### src/rtl/adc_sample_packer.sv
// adc_sample_packer: packs ADC samples into capture FIFO words.
// Arm/trigger FSM with offset, decimation, flush and overflow.
//
// Ports:
//   adc_sampleclk, reset_i        clock, async active-low reset
//   adc_datain/adc_or/adc_trig_status  sample, over-range, trigger level
//   arm_i, trigger_i              capture enable level, trigger pulse
//   offset_i, decimate_i, max_samples_i  capture controls
//   word_o, word_valid_o, word_ready_i   FIFO write side
//   overflow_o, capture_done_o, samples_captured_o  status
module adc_sample_packer #(
    parameter int ADC_WIDTH        = 10,
    parameter int SAMPLES_PER_WORD = 3,
    parameter int WORD_WIDTH       = 32,
    parameter int CNT_WIDTH        = 32,
    parameter int DECIM_WIDTH      = 16
) (
    input  logic                   adc_sampleclk,
    input  logic                   reset_i,
    input  logic [ADC_WIDTH-1:0]   adc_datain,
    input  logic                   adc_or,
    input  logic                   adc_trig_status,
    input  logic                   arm_i,
    input  logic                   trigger_i,
    input  logic [CNT_WIDTH-1:0]   offset_i,
    input  logic [DECIM_WIDTH-1:0] decimate_i,
    input  logic [CNT_WIDTH-1:0]   max_samples_i,
    output logic [WORD_WIDTH-1:0]  word_o,
    output logic                   word_valid_o,
    input  logic                   word_ready_i,
    output logic                   overflow_o,
    output logic                   capture_done_o,
    output logic [CNT_WIDTH-1:0]   samples_captured_o
);

    localparam int LW =
        (SAMPLES_PER_WORD > 1) ? $clog2(SAMPLES_PER_WORD) : 1;

    typedef enum logic [2:0] {
        S_IDLE,
        S_ARMED,
        S_OFFSET,
        S_CAPTURE,
        S_FLUSH,
        S_DONE
    } state_t;

    state_t state, state_nxt;

    logic [CNT_WIDTH-1:0]   off_cnt;
    logic [CNT_WIDTH-1:0]   smp_cnt;
    logic [DECIM_WIDTH-1:0] dec_cnt;
    logic [LW-1:0]          lane;
    logic [WORD_WIDTH-1:0]  acc;
    logic [WORD_WIDTH-1:0]  acc_nxt;
    logic [WORD_WIDTH-1:0]  word_nxt;
    logic [WORD_WIDTH-1:0]  word_r;
    logic                   or_acc;
    logic                   or_nxt;
    logic                   valid_r;
    logic                   ovf_r;
    logic                   accept;
    logic                   last_smp;
    logic                   lane_full;
    logic                   emit;
    logic                   arm_clr;

    always_ff @(posedge adc_sampleclk or negedge reset_i) begin
        if (!reset_i) state <= S_IDLE;
        else          state <= state_nxt;
    end

    always_comb begin
        state_nxt = state;
        if (!arm_i) begin
            state_nxt = S_IDLE;
        end else begin
            unique case (state)
                S_IDLE:   state_nxt = S_ARMED;
                S_ARMED: begin
                    if (trigger_i) begin
                        if (max_samples_i == '0)
                            state_nxt = S_DONE;
                        else if (offset_i == '0)
                            state_nxt = S_CAPTURE;
                        else
                            state_nxt = S_OFFSET;
                    end
                end
                S_OFFSET: begin
                    if (off_cnt == '0) state_nxt = S_CAPTURE;
                end
                S_CAPTURE: begin
                    // The partial word is already registered here;
                    // FLUSH is the cycle its strobe is visible.
                    if (accept && last_smp)
                        state_nxt = lane_full ? S_DONE : S_FLUSH;
                end
                S_FLUSH:  state_nxt = S_DONE;
                S_DONE:   state_nxt = S_DONE;
                default:  state_nxt = S_IDLE;
            endcase
        end
    end

    always_comb begin
        capture_done_o = (state == S_DONE);
        arm_clr   = (state == S_IDLE) && arm_i;
        accept    = arm_i && (state == S_CAPTURE)
                    && (dec_cnt == '0);
        last_smp  = (smp_cnt + CNT_WIDTH'(1)) == max_samples_i;
        lane_full = (lane == LW'(SAMPLES_PER_WORD - 1));
        emit      = accept && (lane_full || last_smp);
        acc_nxt   = acc | (WORD_WIDTH'(adc_datain)
                    << (int'(lane) * ADC_WIDTH));
        or_nxt    = or_acc | adc_or;
        word_nxt  = acc_nxt;
        word_nxt[WORD_WIDTH-1] = or_nxt;
        word_nxt[WORD_WIDTH-2] = adc_trig_status;
    end

    always_ff @(posedge adc_sampleclk or negedge reset_i) begin
        if (!reset_i) begin
            off_cnt <= '0;
            smp_cnt <= '0;
            dec_cnt <= '0;
            lane    <= '0;
            acc     <= '0;
            or_acc  <= 1'b0;
            word_r  <= '0;
            valid_r <= 1'b0;
            ovf_r   <= 1'b0;
        end else begin
            valid_r <= emit;
            if (emit) word_r <= word_nxt;
            // Loaded every ARMED cycle; only the trigger cycle matters.
            if (state == S_ARMED)
                off_cnt <= offset_i - CNT_WIDTH'(1);
            else if (state == S_OFFSET)
                off_cnt <= off_cnt - CNT_WIDTH'(1);
            if (arm_clr) begin
                smp_cnt <= '0;
                dec_cnt <= '0;
                lane    <= '0;
                acc     <= '0;
                or_acc  <= 1'b0;
                ovf_r   <= 1'b0;
            end else begin
                if (valid_r && !word_ready_i) ovf_r <= 1'b1;
                if (arm_i && state == S_CAPTURE) begin
                    if (dec_cnt == '0) dec_cnt <= decimate_i;
                    else dec_cnt <= dec_cnt - DECIM_WIDTH'(1);
                end
                if (accept) begin
                    smp_cnt <= smp_cnt + CNT_WIDTH'(1);
                    if (emit) begin
                        lane   <= '0;
                        acc    <= '0;
                        or_acc <= 1'b0;
                    end else begin
                        lane   <= lane + LW'(1);
                        acc    <= acc_nxt;
                        or_acc <= or_nxt;
                    end
                end
            end
        end
    end

    assign word_o             = word_r;
    assign word_valid_o       = valid_r;
    assign overflow_o         = ovf_r;
    assign samples_captured_o = smp_cnt;

endmodule

### config.mk
export PLATFORM = sky130hd
export DESIGN_NAME = adc_sample_packer
export DESIGN_NICKNAME = d
export VERILOG_FILES = /design/src/rtl/adc_sample_packer.sv
export SDC_FILE = /design/constraint.sdc
export NUM_CORES = 1
export LEC_CHECK = 0
export BUFFER_PORTS_ARGS = -buffer_cell sky130_fd_sc_hd__buf_2
export CAP_MARGIN = 20
export CORE_AREA = 2 2 156 158
export DETAILED_ROUTE_END_ITERATION = 7
export DIE_AREA = 0 0 158 160
export GPL_ROUTABILITY_DRIVEN = 0
export REMOVE_ABC_BUFFERS = 1
export SLEW_MARGIN = 10
export SYNTH_ARGS = -nofsm -noshare
export SYNTH_HDL_FRONTEND = slang
export SYNTH_SLANG_ARGS = --single-unit
export TNS_END_PERCENT = 1
### constraint.sdc
create_clock -name adc_sampleclk -period 5.95 [get_ports adc_sampleclk]
set_input_delay 0 -clock adc_sampleclk [delete_from_list [all_inputs] [get_ports adc_sampleclk]]
set_output_delay 0 -clock adc_sampleclk [all_outputs]
set_load 0.05 [all_outputs]
==> results.toml, run 1 <==
[grt]
grt.overflow.total = 0
antenna_found_initial = 1
grt_pass1_vias = 9150
grt_use_total_pct = 23.2
grt_pass1_wl_um = 47200
grt_max_degree = 78

[setup_path]
path_max_fanout = 38
crit_path_start = "samples_captured_o[0]"
required_ns = 6.31
crit_arrival_ns = 4.49
crit_path_start_kind = "flop"
r2r-end = "word_o[24]"
critPathKind = "flop to flop"
cp-endpoint = "word_o[24]"
r2r_cells = 12
cp-end-kind = "flop"
r2r_start = "samples_captured_o[0]"
rrSetupSlack_ns = 1.81

[synthesis]
ys_seq_elements = 150
yosysWarnings = 0
synth_edf_count = 0
postSynthAreaPerCell_um2 = 8.10
synthAdderAreaFrac_pct = 0.637
ys_dominant_reg_cell = "dfrtp_1"
async_flop_share_pct = 100
synth-seq-area-share_pct = 38.2
synth_area_um2 = 9820
synth-xor-area-share_pct = 4.46
synth_cell_types = 71
netlist_instances = 1213
synth_top_family_by_area = "simple AND/OR/NAND/NOR gates"
muxShareOfSynthArea_pct = 5.91
synth-simple-area-share_pct = 25.8
synth_compound_gate_area_share_pct = 19.9

[sta]
fin_skew_ns = 0.0142
period_needed_ns = 4.14
period_share_pct = 69.6
rsz0062_at_grt = "false"
fmax_mhz = 242
slew_viol_final = 0
tns_ns = 0
slew_headroom_pct = 33.4
final-setup-viol-count = 0
worst_slew_pin_slew_ns = 0.995
timing.final.hold_violations = 0

[cells_and_area]
final_common_cell = "buf_2"
stdcell_count = 1722
fillers = 2361
layout_common_cells = "buf_2 (162), nor2_1 (157), dfrtp_1 (150)"
num-nets-final = 1486
area_delta_synth_final_pct = 22.1
fin_area_um2 = 12000
drive_above_1_share_pct = 16.8

[placed_design]
io_buffer_count = 163
place_area_um2 = 10800
hpwl_um = 20000
placed_cells = 1636

[run]
cap_viol_max_count = 0

[pwr]
p_leak_uw = 0.00539
peakVddDrop_v = 0.000268
powerDensity_nw_per_um2 = 377

[route]
drt_iter0_markers = 574
wl_per_cell_um = 16.8
via_per_inst = 5.62
drtPass1Iterations = 5
vias = 9679
wirelength_um = 28900
ant_nets = 0
drc = 0

[clock_tree]
cts_made_buffers = 17
clk_pin_slew_ns = 0.08
cts_sinks = 150
cts_buffer_depth = 2
tritoncts = "yes"
clk_latency_ns = 0.43
ctsHtreeMaxLevel = 4
root_buffer = "clkbuf_16"

[die]
start_util_pct = 41.2
core_um2 = 23800
std_cell_rows = 57
ios = 164
fp.dieW_um = 158
die_h_um = 160
design.die.area_um2 = 25300

[min_path]
min-delay-path-class = "primary input to flop"

[run_status]
status = "finished clean"
==> critical path, cell delays in order (launching register included) <==
cell      delay [ns]
dfrtp_1         0.49
ha_1            0.34
nand2_1         0.12
nor4_1          0.58
and2_0          0.34
nand2_1         0.12
xnor2_1         0.20
nor4_1          0.09
nand4_1         0.10
buf_4           0.37
a21boi_4        0.61
buf_4           0.42
mux2i_1         0.23
==> state kept, by name, indices dropped and copies added (netlist names) <==
register,count
acc,30
dec_cnt,16
lane,2
off_cnt,32
or_acc,1
overflow_o,1
samples_captured_o,32
state,3
word_o,32
word_valid_o,1
==> synth_stat cells, types with 7 or more instances <==
cell type | n | area (um2)
xor2_1 | 22 | 193
nand2_1 | 81 | 304
buf_2 | 8 | 40.0
inv_1 | 47 | 176
and2_1 | 7 | 43.8
and3_1 | 16 | 100
nor3_1 | 77 | 385
or3_1 | 11 | 68.8
a21oi_1 | 131 | 656
a2111oi_0 | 7 | 61.3
a31oi_1 | 9 | 56.3
nand4_1 | 22 | 138
nor4_1 | 36 | 225
dfrtp_1 | 150 | 3750
buf_1 | 7 | 26.3
nand2b_1 | 17 | 106
clkbuf_1 | 56 | 210
and4_1 | 7 | 61.3
o31ai_1 | 14 | 105
nor2_1 | 158 | 593
mux2i_1 | 42 | 420
a211oi_1 | 18 | 135
xnor2_1 | 28 | 245
nand3_1 | 28 | 140
o41ai_1 | 8 | 70.1
o21ai_0 | 102 | 510
nor2b_1 | 8 | 50.1
==> metal layers <==
layer | wire length (um) | global-route usage, % | up-vias
li1 | - | - | 4744
met1 | 13500 | 32.7 | 4624
met2 | 13500 | 37.2 | 282
met3 | 1510 | 3.69 | 29
met4 | 351 | 5.86 | 0
met5 | 0 | 0 | -
==> cell families after synthesis <==
group | Yosys count
muxes | 51
and+or+nand+nor | 502
adders and majority gates | 5
AOI/OAI and AO/OA | 333
buffers and inverters | 122
DFF | 150
xor gates and xnor gates | 50
==> worst min-delay path by stage <==
stage	startpoint	to	slack, ns	cells past startpoint
3_3_place_gp	reset_i	samples_captured_o[16]	0.07	1
4_1_cts	offset_i[4]	off_cnt[4]	0.005	4
6_report	offset_i[4]	off_cnt[4]	0.01	4
5_1_grt	offset_i[4]	off_cnt[4]	0.02	4
3_5_place_dp	reset_i	samples_captured_o[16]	0.07	1
2_1_floorplan	reset_i	acc[0]	-0.30	0
==> power by group <==
group          switching [uW]  internal, uW
sequential                196          1180
clock                     539           575
combinational            1280           754
total                    2010          2510
==> per-stage QoR <==
step	hold WS [ns]	worst slack [ns]	utilization, %	power, uW
floorplan	-0.296	-0.190	-	2790
global placement	0.0738	1.91	45.5	3320
detailed placement	0.0717	1.82	45.5	3360
CTS	0.00466	1.79	50.3	4510
global route	0.0168	1.48	50.4	4900
finish	0.0124	1.81	50.4	4520
==> layout make-up <==
type	instances	area (um2)	area share, %
antenna	1	2.50	0.0209
clock buffer	17	425	3.55
clock inverter	15	194	1.62
inverter	47	176	1.47
multi-input combinational	941	5600	46.7
sequential	150	3750	31.3
tap	324	405	3.38
timing repair buffer	227	1440	12.0
==> what timing repair did <==
| action | in CTS | in global routing |
|---|---|---|
| endpoints found under the hold margin | 141 | 0 |
| buffers inserted | 0 | 0 |
| hold buffers | 52 | 0 |
| setup endpoints to repair | 0 | 0 |
| resized for setup | 0 | 0 |
Power figures use the tool's default switching activity.
==> inputs of run 2 (changes only) <==
==> constraint.sdc (replaced) <==
create_clock -name adc_sampleclk -period 3.77 [get_ports adc_sampleclk]
set_input_delay 0 -clock adc_sampleclk [delete_from_list [all_inputs] [get_ports adc_sampleclk]]
set_output_delay 0 -clock adc_sampleclk [all_outputs]
set_load 0.05 [all_outputs]
==> run 2 against run 1 <==
Effect of this change: hold slack improved by 0.020 ns; die area did not move; power rose by 60%; via count rose by 1.8%; largest cell class unchanged.
==> results.toml, run 2 (same netlist as run 1, synthesis figures left out) <==
[sta]
period_share_pct = 96.1
fmax_mhz = 276
fin_skew_ns = 0.0236
worst_slew_pin_slew_ns = 1.03
tns_ns = 0
slew_headroom_pct = 30.9
timing.final.hold_violations = 0
fin_ws_ns = 0.145
final-setup-viol-count = 0
hold_ws_ns = 0.0321
rsz0062_at_grt = "false"
slew_viol_final = 0
period_needed_ns = 3.62

[setup_path]
r2r_cells = 11
path_max_fanout = 14
crit_arrival_ns = 3.93
slowest_delay_ns = 0.62
cp-endpoint = "off_cnt[24]"
path_cells = "or3b_4 -> mux2i_1 -> ha_1 -> nand4_1 -> or4_4 -> nor2_4 -> and2_2 -> inv_1 -> o211ai_1 -> dlygate4sd3_1 -> nand3_1"
rrSetupSlack_ns = 0.15
r2r-end = "off_cnt[24]"
cp-end-kind = "flop"
crit_path_start_kind = "flop"
crit_slowest_cell = "or4_4"
crit_path_start = "state[2]"
r2r_start = "state[2]"
critPathKind = "flop to flop"
required_ns = 4.08

[die]
start_util_pct = 41.2
ios = 164
fp.dieW_um = 158
die_h_um = 160
std_cell_rows = 57
design.die.area_um2 = 25300
core_um2 = 23800

[clock_tree]
cts_made_buffers = 17
cts_buffer_depth = 2
root_buffer = "clkbuf_16"
ctsHtreeMaxLevel = 4
post-cts-setup-buffers = 0
tritoncts = "yes"
clk_latency_ns = 0.45
clk_pin_slew_ns = 0.07
cts_sinks = 150

[grt]
grt_pass1_wl_um = 47500
grt_pass1_vias = 9147
grt_max_degree = 80
grt_use_total_pct = 23.5
antenna_found_initial = 0
grt.overflow.total = 0

[route]
wirelength_um = 29900
drtPass1Iterations = 5
drt_iter0_markers = 710
via_per_inst = 5.65
drc = 0
wl_per_cell_um = 17.1
ant_nets = 0
vias = 9853

[cells_and_area]
num-nets-final = 1509
fillers = 2355
area_delta_synth_final_pct = 24.1
layout_common_cells = "buf_2 (162), nor2_1 (157), dfrtp_1 (150)"
drive_above_1_share_pct = 18.2
fin_area_um2 = 12200
final_common_cell = "buf_2"
diodes = 0

[placed_design]
hpwl_um = 20600
io_buffer_count = 163
place_area_um2 = 11000
pre_cts_ws_ns = 0.251

[pwr]
peakVddDrop_v = 0.000516
internal-power_uw = 4000
swShare_pct = 44.7
p_leak_uw = 0.00551
total_power_uw = 7230
p_switching_uw = 3230
seqPwrFrac_pct = 29.7
clkPwrFrac_pct = 24.6
powerDensity_nw_per_um2 = 593
comb_power_share_pct = 45.6

[run]
cap_viol_max_count = 0

[min_path]
min-delay-path-class = "primary input to flop"

[run_status]
status = "finished clean"
-- run 2: through the flow --
stage | std cells | util, %
4_1_cts | 1743 | 51.1
5_1_grt | 1744 | 51.2
3_3_place_gp | 1658 | 46.3
3_5_place_dp | 1658 | 46.3
2_1_floorplan | 1138 | -
6_report | 1744 | 51.2
-- run 2: critical path, delay by kind of cell, from the launching register on --
kind                     cells  cell delay [ns]
multiplexers                 1             0.26
flip-flops                   1             0.38
buffers and inverters        2             0.63
AND/OR/NAND/NOR              6             1.81
AO/OA/AOI/OAI                1             0.15
adder cells (fa/ha/maj)      1             0.26
-- run 2: power by group through the flow --
stage          combinational (uW)  sequential (uW)  clock (uW)
3_5_place_dp                 3230             2170           0
5_1_grt                      3690             2190        1880
2_1_floorplan                2270             2130           0
4_1_cts                      3290             2140        1810
3_3_place_gp                 3190             2170           0
6_report                     3300             2150        1780
-- run 2: final cells by class --
class	instances	area (um2)	area share, %
Clock inverter	15	191	1.57
Multi-Input combinational cell	942	5610	46.0
Clock buffer	17	425	3.49
Tap cell	324	405	3.33
Sequential cell	150	3750	30.8
Timing Repair Buffer	249	1630	13.3
Inverter	47	176	1.45
-- run 2: how the worst min path moves through the flow --
stage                      start                endpoint  slack (ns)  depth (start not counted)
finish               offset_i[3]              off_cnt[3]        0.03                          4
global route        offset_i[30]             off_cnt[30]        0.03                          4
CTS                 offset_i[11]             off_cnt[11]        0.01                          4
detailed placement       reset_i  samples_captured_o[13]        0.13                          1
global placement         reset_i  samples_captured_o[15]        0.12                          1
floorplan                reset_i                  acc[0]       -0.30                          0
-- run 2: repair_timing --
| item | CTS | global route |
|---|---|---|
| setup endpoints to repair | 0 | 6 |
| hold endpoints to repair | 150 | 0 |
| resized for setup | 0 | 1 |
| hold buffers | 53 | 0 |
-- run 2: routing by layer --
metal | vias to the layer above | part of all wire [%] | global-route usage [%]
met1 | 4714 | 46 | 32.4
met2 | 284 | 47 | 37.4
met4 | 0 | 2.5 | 8.76
li1 | 4796 | - | -
met3 | 59 | 4.6 | 3.36
met5 | - | 0 | 0
==> inputs of run 3 (changes only) <==
--- a/config.mk
+++ b/config.mk
@@ -11,6 +11,7 @@
 export DETAILED_ROUTE_END_ITERATION = 7
 export DIE_AREA = 0 0 158 160
 export GPL_ROUTABILITY_DRIVEN = 0
+export PLACE_DENSITY = 0.69
 export REMOVE_ABC_BUFFERS = 1
 export SLEW_MARGIN = 10
 export SYNTH_ARGS = -nofsm -noshare
==> run 3 against run 2 <==
Effect of this change: critical path depth did not move; largest cell class unchanged; die area unchanged; non-clock buffer count unchanged; critical path type unchanged; highest routed layer unchanged; sequential power hardly changed; first-iteration DRC count up 2.8%; largest power group unchanged.
==> results.toml, run 3 (same netlist as run 1, synthesis figures left out) <==
[pwr]
powerDensity_nw_per_um2 = 590
peakVddDrop_v = 0.000620
p_leak_uw = 0.00550

[route]
wl_per_cell_um = 16.7
ant_nets = 0
via_per_inst = 5.67
wirelength_um = 29000
drtPass1Iterations = 5
drt_iter0_markers = 730
vias = 9896
drc = 0

[min_path]
min-delay-path-class = "primary input to flop"

[clock_tree]
cts_made_buffers = 17
tritoncts = "yes"
root_buffer = "clkbuf_16"
cts_sinks = 150
clk_pin_slew_ns = 0.08
ctsHtreeMaxLevel = 4
cts_buffer_depth = 2
clk_latency_ns = 0.43

[sta]
hold_ws_ns = 0.0243
worst_slew_pin_slew_ns = 1.01
timing.final.hold_violations = 0
slew_viol_final = 0
fmax_mhz = 280
tns_ns = 0
slew_headroom_pct = 32.8
fin_skew_ns = 0.0136
rsz0062_at_grt = "false"
period_share_pct = 94.8
period_needed_ns = 3.57
final-setup-viol-count = 0

[die]
design.die.area_um2 = 25300
die_h_um = 160
start_util_pct = 41.2
ios = 164
fp.dieW_um = 158
std_cell_rows = 57
core_um2 = 23800

[setup_path]
path_max_fanout = 8
cp-end-kind = "flop"
critPathKind = "flop to flop"
crit_slowest_cell = "or4_4"
crit_arrival_ns = 3.88
path_cells = "or3b_4 -> mux2i_1 -> ha_1 -> nand4_1 -> or4_4 -> nor2_4 -> and2_2 -> inv_1 -> o211ai_1 -> dlygate4sd3_1 -> nand3_1"
required_ns = 4.08
slowest_delay_ns = 0.61
crit_path_start_kind = "flop"

[grt]
grt.overflow.total = 0
grt_use_total_pct = 23.2
grt_pass1_wl_um = 47100
grt_pass1_vias = 9458
antenna_found_initial = 1
grt_max_degree = 103

[cells_and_area]
fin_area_um2 = 12200
layout_common_cells = "buf_2 (162), nor2_1 (157), dfrtp_1 (149)"
final_common_cell = "buf_2"
area_delta_synth_final_pct = 24.1
num-nets-final = 1508
drive_above_1_share_pct = 18.3

[placed_design]
hpwl_um = 20200
io_buffer_count = 163
place_area_um2 = 11000

[run]
cap_viol_max_count = 0

[run_status]
status = "finished clean"
-- run 3: report_power, final --
group          leakage [uW]  internal [uW]  switching, uW  total [uW]
sequential          0.00188           1860            297        2150
combinational       0.00333           1240           2030        3280
clock              0.000302            912            851        1760
-- run 3: worst max-delay path, delay by kind of cell (launching register included) --
kind	cells	cell delay, ns
AO/OA/AOI/OAI	1	0.15
flip-flops	1	0.47
multiplexers	1	0.23
adder cells (fa/ha/maj)	1	0.24
buffers and inverters	2	0.63
AND/OR/NAND/NOR	6	1.71
-- run 3: per-layer routing --
metal | track usage [%] | wire [um]
met1 | 31.7 | 13100
met2 | 37.7 | 13700
met3 | 3.34 | 1630
met4 | 7.66 | 645
met5 | 0 | 0
-- run 3: final cells by class --
cell class / instances / area [um2]
antenna: 1 / 2.50
clock buffer: 17 / 425
sequential: 150 / 3750
tap: 324 / 405
clock inverter: 15 / 201
fill: 2328 / 11600
timing repair buffer: 249 / 1620
multi-input combinational: 941 / 5610
inverter: 47 / 176
-- run 3: worst paths after layout --
path | start | end | slack, ns | cells past startpoint
worst min-delay path | trigger_i | state[2] | 0.02 | 5
max in group asynchronous | reset_i | state[2] | 2.68 | 3
worst max register to register | state[2] | off_cnt[24] | 0.20 | 11
worst max-delay path | state[2] | off_cnt[24] | 0.20 | 11
min in group asynchronous | reset_i | word_o[0] | 0.23 | 2
worst min register to register | overflow_o | overflow_o | 0.49 | 2
-- run 3: through the flow --
| stage | setup WS, ns | util (%) | total power (uW) | cells |
|---|---|---|---|---|
| finish | 0.198 | 51.2 | 7190 | 1744 |
| global route | 0.00214 | 51.2 | 7790 | 1744 |
| CTS | 0.0604 | 51.0 | 7180 | 1739 |
| detailed placement | 0.251 | 46.1 | 5350 | 1654 |
| global placement | 0.355 | 46.1 | 5270 | 1654 |
| floorplan | -2.37 | - | 4400 | 1138 |
-- run 3: what timing repair did --
item                       CTS  global route
buffers inserted             0             4
hold endpoints to repair   174             0
hold buffers                53             0
resized for setup            0             5
setup endpoints to repair    0            31
